## src/rtl/fpmult_pkg.sv

```systemverilog
`default_nettype none
// ============================================================================
// Package    : fpmult_pkg
// Description: Shared constants and stage payload types for the FP multiplier
//              round/pack stage. Field offsets describe the IEEE-754 single
//              precision word {sign, exponent[7:0], fraction[22:0]}.
// Revision   : 1.0  initial release
// ============================================================================
package fpmult_pkg;

  localparam int EXP_W = 8;
  localparam int MAN_W = 23;
  localparam int BIAS  = 127;

  // Biased exponent with every field bit set (inf/NaN encoding).
  localparam int EXP_MAX = 2 * BIAS + 1;

  localparam logic [31:0] QNAN = 32'h7FC0_0000;

  // Packed-result field offsets
  localparam int P_SIGN    = 31;
  localparam int P_EXP_MSB = 30;
  localparam int P_EXP_LSB = 23;
  localparam int P_MAN_MSB = 22;

  // Stage 1 payload: rounded significand (hidden bit + carry) and context
  typedef struct packed {
    logic             sign;
    logic [EXP_W:0]   exp;
    logic [MAN_W+1:0] sum;
    logic             nan;
    logic             inf;
    logic             zero;
    logic             inexact;
  } s1_t;

  // Stage 2 payload: packed word and status flags
  typedef struct packed {
    logic [31:0] p;
    logic        ovf;
    logic        unf;
    logic        inexact;
  } s2_t;

endpackage : fpmult_pkg
`default_nettype wire

```

## src/rtl/fpmult_round_pack_if.sv

```systemverilog
`default_nettype none
// ============================================================================
// Interface  : fpmult_round_pack_if
// Description: Upstream (normalize stage) and downstream handshake bundle of
//              the round/pack stage.
//   master : driven by the producer/consumer environment
//   slave  : the round/pack stage itself
//   in_*   : valid/ready beat carrying sign, fraction, 9-bit exponent, GRS
//            bits and special-case flags
//   out_*  : valid/ready beat carrying packed word and ovf/unf/inexact flags
// Revision   : 1.0  initial release
// ============================================================================
interface fpmult_round_pack_if;
  import fpmult_pkg::*;

  logic             in_valid;
  logic             in_ready;
  logic             in_sign;
  logic [MAN_W-1:0] in_man;
  logic [EXP_W:0]   in_exp;
  logic             in_g;
  logic             in_r;
  logic             in_s;
  logic             in_nan;
  logic             in_inf;
  logic             in_zero;

  logic             out_valid;
  logic             out_ready;
  logic [31:0]      out_p;
  logic             out_ovf;
  logic             out_unf;
  logic             out_inexact;

  modport master (
    output in_valid, in_sign, in_man, in_exp, in_g, in_r, in_s,
           in_nan, in_inf, in_zero, out_ready,
    input  in_ready, out_valid, out_p, out_ovf, out_unf, out_inexact
  );

  modport slave (
    input  in_valid, in_sign, in_man, in_exp, in_g, in_r, in_s,
           in_nan, in_inf, in_zero, out_ready,
    output in_ready, out_valid, out_p, out_ovf, out_unf, out_inexact
  );

endinterface : fpmult_round_pack_if
`default_nettype wire

```

## src/rtl/fpmult_pipe_reg.sv

```systemverilog
`default_nettype none
// ============================================================================
// Module     : fpmult_pipe_reg
// Description: Enable-gated valid + payload pipeline register. Loads both
//              valid and data when en is high, otherwise holds them.
//   clk, rst : clock, asynchronous active-high reset (clears valid and data)
//   en       : load enable (stage advance)
//   valid_d  : next valid      data_d : next payload
//   valid_q  : held valid      data_q : held payload
// Revision   : 1.0  initial release
// ============================================================================
module fpmult_pipe_reg #(
  parameter int W = 1
) (
  input  logic         clk,
  input  logic         rst,
  input  logic         en,
  input  logic         valid_d,
  input  logic [W-1:0] data_d,
  output logic         valid_q,
  output logic [W-1:0] data_q
);

  always_ff @(posedge clk or posedge rst) begin
    if (rst) begin
      valid_q <= 1'b0;
      data_q  <= '0;
    end else if (en) begin
      valid_q <= valid_d;
      data_q  <= data_d;
    end
  end

endmodule : fpmult_pipe_reg
`default_nettype wire

```

## src/rtl/fpmult_round_pack.sv

```systemverilog
`default_nettype none
// ============================================================================
// Module     : fpmult_round_pack
// Description: Final FP multiplier stage. Stage 1 applies round-to-nearest-
//              even (or truncation) to the normalized fraction; stage 2
//              renormalizes on rounding carry, resolves NaN/inf/zero and
//              overflow/underflow, and packs an IEEE-754 single word.
//              Two-stage elastic pipeline, 1 result/cycle, 2-cycle latency.
//   clk, rst : clock, asynchronous active-high reset
//   bus      : slave side of fpmult_round_pack_if (in_* beat, out_* beat)
// Revision   : 1.0  initial release
// ============================================================================
module fpmult_round_pack
  import fpmult_pkg::*;
#(
  parameter int EXP_W    = fpmult_pkg::EXP_W,
  parameter int MAN_W    = fpmult_pkg::MAN_W,
  parameter bit ROUND_EN = 1'b1
) (
  input  logic                      clk,
  input  logic                      rst,
  fpmult_round_pack_if.slave        bus
);

  logic adv1;
  logic adv2;
  logic v1_q;
  logic v2_q;
  s1_t  s1_d;
  s1_t  s1_q;
  s2_t  s2_d;
  s2_t  s2_q;

  // A stage may load when its successor can take its contents or it is empty.
  assign adv2         = bus.out_ready | ~v2_q;
  assign adv1         = adv2 | ~v1_q;
  assign bus.in_ready = adv1;

  // --------------------------------------------------------------------------
  // Stage 1: rounding increment
  // --------------------------------------------------------------------------
  logic inc;

  always_comb begin
    // Round up when above the halfway point, or exactly halfway with odd LSB.
    inc = ROUND_EN & bus.in_g & (bus.in_r | bus.in_s | bus.in_man[0]);

    s1_d         = '0;
    s1_d.sign    = bus.in_sign;
    s1_d.exp     = bus.in_exp;
    s1_d.sum     = {2'b01, bus.in_man} + (MAN_W + 2)'(inc);
    s1_d.nan     = bus.in_nan;
    s1_d.inf     = bus.in_inf;
    s1_d.zero    = bus.in_zero;
    s1_d.inexact = bus.in_g | bus.in_r | bus.in_s;
  end

  fpmult_pipe_reg #(
    .W ($bits(s1_t))
  ) u_stage1 (
    .clk     (clk),
    .rst     (rst),
    .en      (adv1),
    .valid_d (bus.in_valid),
    .data_d  (s1_d),
    .valid_q (v1_q),
    .data_q  (s1_q)
  );

  // --------------------------------------------------------------------------
  // Stage 2: renormalize, classify, pack
  // --------------------------------------------------------------------------
  logic [EXP_W+1:0] exp_adj;
  logic [MAN_W-1:0] frac;

  always_comb begin
    // One extra exponent bit so a carry on a 9-bit exponent cannot wrap.
    exp_adj = {1'b0, s1_q.exp} + (EXP_W + 2)'(s1_q.sum[MAN_W+1]);
    // Carry-out means the significand became exactly 2.0: shift right once.
    frac    = s1_q.sum[MAN_W+1] ? s1_q.sum[MAN_W:1] : s1_q.sum[MAN_W-1:0];

    s2_d = '0;
    if (s1_q.nan) begin
      s2_d.p = QNAN;
    end else if (s1_q.inf) begin
      s2_d.p[P_SIGN]              = s1_q.sign;
      s2_d.p[P_EXP_MSB:P_EXP_LSB] = '1;
    end else if (s1_q.zero) begin
      s2_d.p[P_SIGN] = s1_q.sign;
    end else if (exp_adj >= (EXP_W + 2)'(EXP_MAX)) begin
      s2_d.p[P_SIGN]              = s1_q.sign;
      s2_d.p[P_EXP_MSB:P_EXP_LSB] = '1;
      s2_d.ovf                    = 1'b1;
      s2_d.inexact                = 1'b1;
    end else if (exp_adj == '0) begin
      // No subnormal support: flush to signed zero.
      s2_d.p[P_SIGN] = s1_q.sign;
      s2_d.unf       = 1'b1;
      s2_d.inexact   = 1'b1;
    end else begin
      s2_d.p[P_SIGN]              = s1_q.sign;
      s2_d.p[P_EXP_MSB:P_EXP_LSB] = exp_adj[EXP_W-1:0];
      s2_d.p[P_MAN_MSB:0]         = frac;
      s2_d.inexact                = s1_q.inexact;
    end
  end

  fpmult_pipe_reg #(
    .W ($bits(s2_t))
  ) u_stage2 (
    .clk     (clk),
    .rst     (rst),
    .en      (adv2),
    .valid_d (v1_q),
    .data_d  (s2_d),
    .valid_q (v2_q),
    .data_q  (s2_q)
  );

  assign bus.out_valid   = v2_q;
  assign bus.out_p       = s2_q.p;
  assign bus.out_ovf     = s2_q.ovf;
  assign bus.out_unf     = s2_q.unf;
  assign bus.out_inexact = s2_q.inexact;

endmodule : fpmult_round_pack
`default_nettype wire

```

## src/flat_wrapper.sv

```systemverilog
// flat-port wrapper written by rule: the top's interface ports become plain ports
module fpmult_round_pack_flat import fpmult_pkg::*;
#(
  parameter int EXP_W    = fpmult_pkg::EXP_W,
  parameter int MAN_W    = fpmult_pkg::MAN_W,
  parameter bit ROUND_EN = 1'b1
)
  (clk, rst, bus_in_valid, bus_in_sign, bus_in_man, bus_in_exp, bus_in_g, bus_in_r, bus_in_s, bus_in_nan, bus_in_inf, bus_in_zero, bus_out_ready, bus_in_ready, bus_out_valid, bus_out_p, bus_out_ovf, bus_out_unf, bus_out_inexact);
  fpmult_round_pack_if bus_i ();
  input  logic clk;
  input  logic rst;
  input wire logic [$bits(bus_i.in_valid)-1:0] bus_in_valid;
  input wire logic [$bits(bus_i.in_sign)-1:0] bus_in_sign;
  input wire logic [$bits(bus_i.in_man)-1:0] bus_in_man;
  input wire logic [$bits(bus_i.in_exp)-1:0] bus_in_exp;
  input wire logic [$bits(bus_i.in_g)-1:0] bus_in_g;
  input wire logic [$bits(bus_i.in_r)-1:0] bus_in_r;
  input wire logic [$bits(bus_i.in_s)-1:0] bus_in_s;
  input wire logic [$bits(bus_i.in_nan)-1:0] bus_in_nan;
  input wire logic [$bits(bus_i.in_inf)-1:0] bus_in_inf;
  input wire logic [$bits(bus_i.in_zero)-1:0] bus_in_zero;
  input wire logic [$bits(bus_i.out_ready)-1:0] bus_out_ready;
  output wire logic [$bits(bus_i.in_ready)-1:0] bus_in_ready;
  output wire logic [$bits(bus_i.out_valid)-1:0] bus_out_valid;
  output wire logic [$bits(bus_i.out_p)-1:0] bus_out_p;
  output wire logic [$bits(bus_i.out_ovf)-1:0] bus_out_ovf;
  output wire logic [$bits(bus_i.out_unf)-1:0] bus_out_unf;
  output wire logic [$bits(bus_i.out_inexact)-1:0] bus_out_inexact;
  assign bus_i.in_valid = bus_in_valid;
  assign bus_i.in_sign = bus_in_sign;
  assign bus_i.in_man = bus_in_man;
  assign bus_i.in_exp = bus_in_exp;
  assign bus_i.in_g = bus_in_g;
  assign bus_i.in_r = bus_in_r;
  assign bus_i.in_s = bus_in_s;
  assign bus_i.in_nan = bus_in_nan;
  assign bus_i.in_inf = bus_in_inf;
  assign bus_i.in_zero = bus_in_zero;
  assign bus_i.out_ready = bus_out_ready;
  assign bus_in_ready = bus_i.in_ready;
  assign bus_out_valid = bus_i.out_valid;
  assign bus_out_p = bus_i.out_p;
  assign bus_out_ovf = bus_i.out_ovf;
  assign bus_out_unf = bus_i.out_unf;
  assign bus_out_inexact = bus_i.out_inexact;
  fpmult_round_pack #(.EXP_W(EXP_W), .MAN_W(MAN_W), .ROUND_EN(ROUND_EN)) u_core (.clk(clk), .rst(rst), .bus(bus_i));
endmodule
```

## config.mk

```make
export PLATFORM = sky130hd
export DESIGN_NAME = fpmult_round_pack_flat
export DESIGN_NICKNAME = d
export VERILOG_FILES = /design/src/rtl/fpmult_pkg.sv /design/src/rtl/fpmult_round_pack_if.sv /design/src/rtl/fpmult_pipe_reg.sv /design/src/rtl/fpmult_round_pack.sv /design/src/flat_wrapper.sv
export SDC_FILE = /design/constraint.sdc
export NUM_CORES = 1
export LEC_CHECK = 0
export ABC_AREA = 0
export CAP_MARGIN = 20
export CORE_MARGIN = 3
export CORE_UTILIZATION = 53
export DETAILED_ROUTE_END_ITERATION = 7
export GPL_TIMING_DRIVEN = 0
export PLACE_DENSITY = 0.8
export SYNTH_ARGS = -nofsm -noshare
export SYNTH_HDL_FRONTEND = slang
export SYNTH_HIERARCHICAL = 1
export SYNTH_SLANG_ARGS = --single-unit
```

## constraint.sdc

```tcl
create_clock -name clk -period 7.1 [get_ports clk]
set_input_delay 1.42 -clock clk [delete_from_list [all_inputs] [get_ports clk]]
set_output_delay 1.42 -clock clk [all_outputs]
set_load 0.1 [all_outputs]
```

Yosys cells after proc, flatten, opt, wreduce, memory -nomap -nowiden
Index checks and enable logic that the tools add are counted.

word-level totals
  bits in registers = 76
  word-level logic and storage cells = 35
  input bits = 43
  output and inout bits = 37

operators by class
  bitwise gates (word level) = 9
  muxes and demuxes = 18
  order comparisons = 1
  reductions and logical operators = 1
  $add $sub $neg = 2

operators by type and width
  operator                                                            number
  2-to-1 mux 31 bit                                                   5
  2-to-1 mux 23 bit                                                   2
  2-to-1 mux 34 bit                                                   1
  2-to-1 mux 32 bit                                                   1
  2-to-1 mux 26 bit                                                   1
  adder 24 x 1 -> 25 bit                                              1
  adder 9 x 1 -> 10 bit                                               1
  greater-or-equal comparator 10 x 8 -> 1 bit, second input constant  1
  logical NOT 10 bit                                                  1
  2-to-1 mux 9 bit                                                    1
  2-to-1 mux 8 bit                                                    1
  bitwise OR 1 bit                                                    6
  2-to-1 mux 1 bit                                                    5
  2-to-1 mux 3 bit                                                    1
  inverter 1 bit                                                      2
  AND 1 bit                                                           1

Logic depth before layout (Yosys ltp)
  depth after elaboration = 11
  depth in mapped cells = 10
  mapped depth without buffers = 8

By module
Netlist, hierarchy kept.

by module, submodules not included
  module                             cells each  area an instance (um^2)  instances  seq. area each (um^2)
  fpmult_pipe_reg (u_core.u_stage1)  85          1500.2                   1          1001.0
  fpmult_pipe_reg (u_core.u_stage2)  77          1493.9                   1          900.9
  fpmult_round_pack                  197         1400.1                   1          0.0

Worst setup path after synthesis
OpenSTA, ideal clock, no wires.

  path type = input to output
  start = input port bus_out_ready
  end = output port bus_in_ready
  path buffers = 0
  arrival = 2335 ps
  slack = 3345 ps
  data required time = 5680 ps
  stages = 1
  cells stage by stage = nand3b_1

on the way
  longest elaborated chain between the ends = 2

ends and longest elaborated chain
  item              RTL line                 text
  from (decl)       flat_wrapper.sv:22       input wire logic [$bits(bus_i.out_ready)-1:0] bus_out_ready;
  bitwise OR 1 bit  fpmult_round_pack.sv:35  assign adv2 = bus.out_ready | ~v2_q;
  bitwise OR 1 bit  fpmult_round_pack.sv:36  assign adv1 = adv2 | ~v1_q;
  to (decl)         flat_wrapper.sv:23       output wire logic [$bits(bus_i.in_ready)-1:0] bus_in_ready;

No other way between the ends.

Worst setup path in the final report
Ends and elaborated chain as after synthesis.

==> results.toml <==
[global_route]
globalRoute.totalOverflow = 0
first_global_vias = 3300
grt_pass1_wl_um = 16000
grtUsageTotal = 0.2081
grt_max_degree = 41
antenna_found_initial = 0

[cts]
cts_setup_buffers = 0
cts_buffers = 9
cts_tree = "yes"
hold_buffers = 0
clk_latency_ps = 340
path_clk_slew_ps = 70
h-tree-depth = 3
cts_root_buffer = "clkbuf_8"
clock_sinks = 76
cts_max_path_buffers = 2
cts_resized = 0

[power]
peakVddDrop_mv = 0.1500
p_leak_nw = 2.264
power-per-cell-area_nw_per_um2 = 205.9

[synth]
synth_edf_count = 0
synth-seq-cells = 76
post-synth-top-area-cell = "dfrtp_1"
synthCells = 359
syn_area_um2 = 4394
seq_area_frac_synth = 0.4328
ys_async_sr_fraction = 1.000
synth.distinct_cells = 41
synthesis.nets = 406
synth.area.top_cells = "dfrtp_1 (43%), mux2_2 (12%), mux2_4 (10%), mux2i_1 (5.5%), xnor2_1 (4.4%)"
ys.flop_type = "dfrtp_1"
netlist.area_leader.share = 0.4328
synthTopCellsByCount = "dfrtp_1 (76), mux2_2 (48), mux2_4 (30)"
avgSynthCellArea_um2 = 12.24
synth.most_common_cell = "dfrtp_1"
ys_warn_count = 6

[worst_hold_path]
worstHoldPathType = "reg -> reg"
hold_depth = 1

[die]
ios = 80
num_rows = 32
core-area_um2 = 7888
initial_core_util = 0.5571
fp.dieW_um = 97.06
fp.dieH_um = 97.06
die_area_um2 = 9420

[layout]
diodes = 0
drive_gt1_frac = 0.2467
syn_to_final_growth_pct = 25.03
nNetsFinal = 496
final_cell_area_um2 = 5494

[sta]
slew_headroom = 0.3446
period_share = 0.6819
setup_viol = 0
rsz0062_at_grt = "no"
tightest_slew_ps = 980.0
final_hold_viol_count = 0
maxSlewViolCount = 0
fin_setup_tns_ps = 0
min_period_ps = 4842
skew_ps = 7.640
max_freq_mhz = 206.5

[detailed_routing]
drtIter0Drc = 84
wl_per_cell_um = 16.75
drt_first_pass_iters = 4
vias = 3086
drc_errors = 0
ant_nets = 0
drt_wl_total_um = 9313
vias_per_cell = 5.550

[status]
outcome = "completed"

[worst_setup_path]
worst-r2r-cell-count = 8
reg2reg_slack_ps = 4350
cp-end-kind = "output port"
worstPathArrival_ps = 3420
cp_max_fo = 5
cp.required_ps = 5680
crit_type = "in -> out"
cp-start-kind = "input pin"

[placement]
gp_congestion = 0.8265
dpl-instance-area_um2 = 5313
port_buffers = 79
hpwl_um = 6834

[run]
cap_violations = 0
final timing paths:
check / startpoint / to
min: u_core/u_stage1/data_q[38] / u_core/u_stage1/data_q[38]
max reg2reg: u_core/u_stage1/data_q[28] / u_core/u_stage2/data_q[24]
max: bus_out_ready / bus_in_ready
min in group asynchronous: rst / u_core/u_stage2/data_q[18]
min reg2reg: u_core/u_stage1/data_q[38] / u_core/u_stage1/data_q[38]
max in group asynchronous: rst / u_core/u_stage1/data_q[30]
per-stage QoR:
stage | hold WS (ps) | setup WS (ps) | cells | util | power (mW)
after floorplan | 472.6 | 3345 | 359 | - | 0.7439
after global placement | 485.3 | 2272 | 540 | 0.6735 | 0.8282
after detailed placement | 490.9 | 2257 | 540 | 0.6735 | 0.8363
after CTS | 507.3 | 2245 | 556 | 0.6965 | 1.143
after global routing | 531.7 | 2219 | 556 | 0.6965 | 1.182
final | 499.2 | 2258 | 556 | 0.6965 | 1.131
sequential cells by signal, summed over array words and instances (netlist names):
| name | count |
|---|---|
| u_core/u_stage1/data_q | 39 |
| u_core/u_stage2/data_q | 35 |
| u_core/u_stage1/valid_q | 1 |
| u_core/u_stage2/valid_q | 1 |
layout make-up:
type,count,area (um^2)
Multi-Input combinational cell,256,2256
Tap cell,102,127.6
Inverter,5,18.77
Timing Repair Buffer,79,790.8
Clock buffer,15,176.4
Sequential cell,76,1902
Buffer,22,217.7
Fill cell,594,2394
Clock inverter,1,5.005
metal layers:
metal / GRT usage / share of wire
met1: 0.2652 / 0.45
met2: 0.3524 / 0.50
met3: 0.03877 / 0.037
met4: 0.07775 / 0.015
met5: 0 / 0
cells by family (layout without fill, tap and decap cells):
group,count (synthesis),after routing,share of synthesized area
DFF,76,76,0.4328
buffers and inverters,27,122,0.05382
adders and majority gates,4,4,0.01139
muxes,102,102,0.2802
xor gates and xnor gates,29,29,0.05780
AOI/OAI and AO/OA,19,19,0.03104
and+or+nand+nor,102,102,0.1330
cell usage in the layout (no fill, tap or decap), types with 3 or more instances in the layout:
| cell | synthesis | layout |
|---|---|---|
| buf_12 | 3 | 3 |
| inv_1 | 5 | 3 |
| nor2_1 | 17 | 17 |
| xor2_1 | 7 | 7 |
| clkdlybuf4s50_1 | 0 | 79 |
| nand4_1 | 6 | 6 |
| clkbuf_8 | 0 | 12 |
| dfrtp_1 | 76 | 76 |
| clkbuf_1 | 4 | 7 |
| and2_1 | 3 | 3 |
| nand2_1 | 14 | 14 |
| mux2_2 | 48 | 48 |
| mux2i_1 | 24 | 24 |
| buf_6 | 8 | 8 |
| and3_1 | 7 | 7 |
| mux2_4 | 30 | 30 |
| buf_4 | 4 | 4 |
| o21ai_0 | 8 | 8 |
| ha_1 | 4 | 4 |
| nor3_1 | 5 | 5 |
| nand3_1 | 12 | 12 |
| nor3b_1 | 23 | 23 |
| xnor2_1 | 22 | 22 |
critical path, stage by stage:
cell	delay, ps
clkdlybuf4s50_1	470
nand3b_1	320
clkdlybuf4s50_1	1210
power by group:
group / internal, mW / total, mW / switching, mW
Sequential: 0.468 / 0.495 / 0.0272
Combinational: 0.132 / 0.332 / 0.199
Clock: 0.156 / 0.304 / 0.148
Total: 0.756 / 1.13 / 0.375
Note: power is estimated with default switching activity, not from simulation.
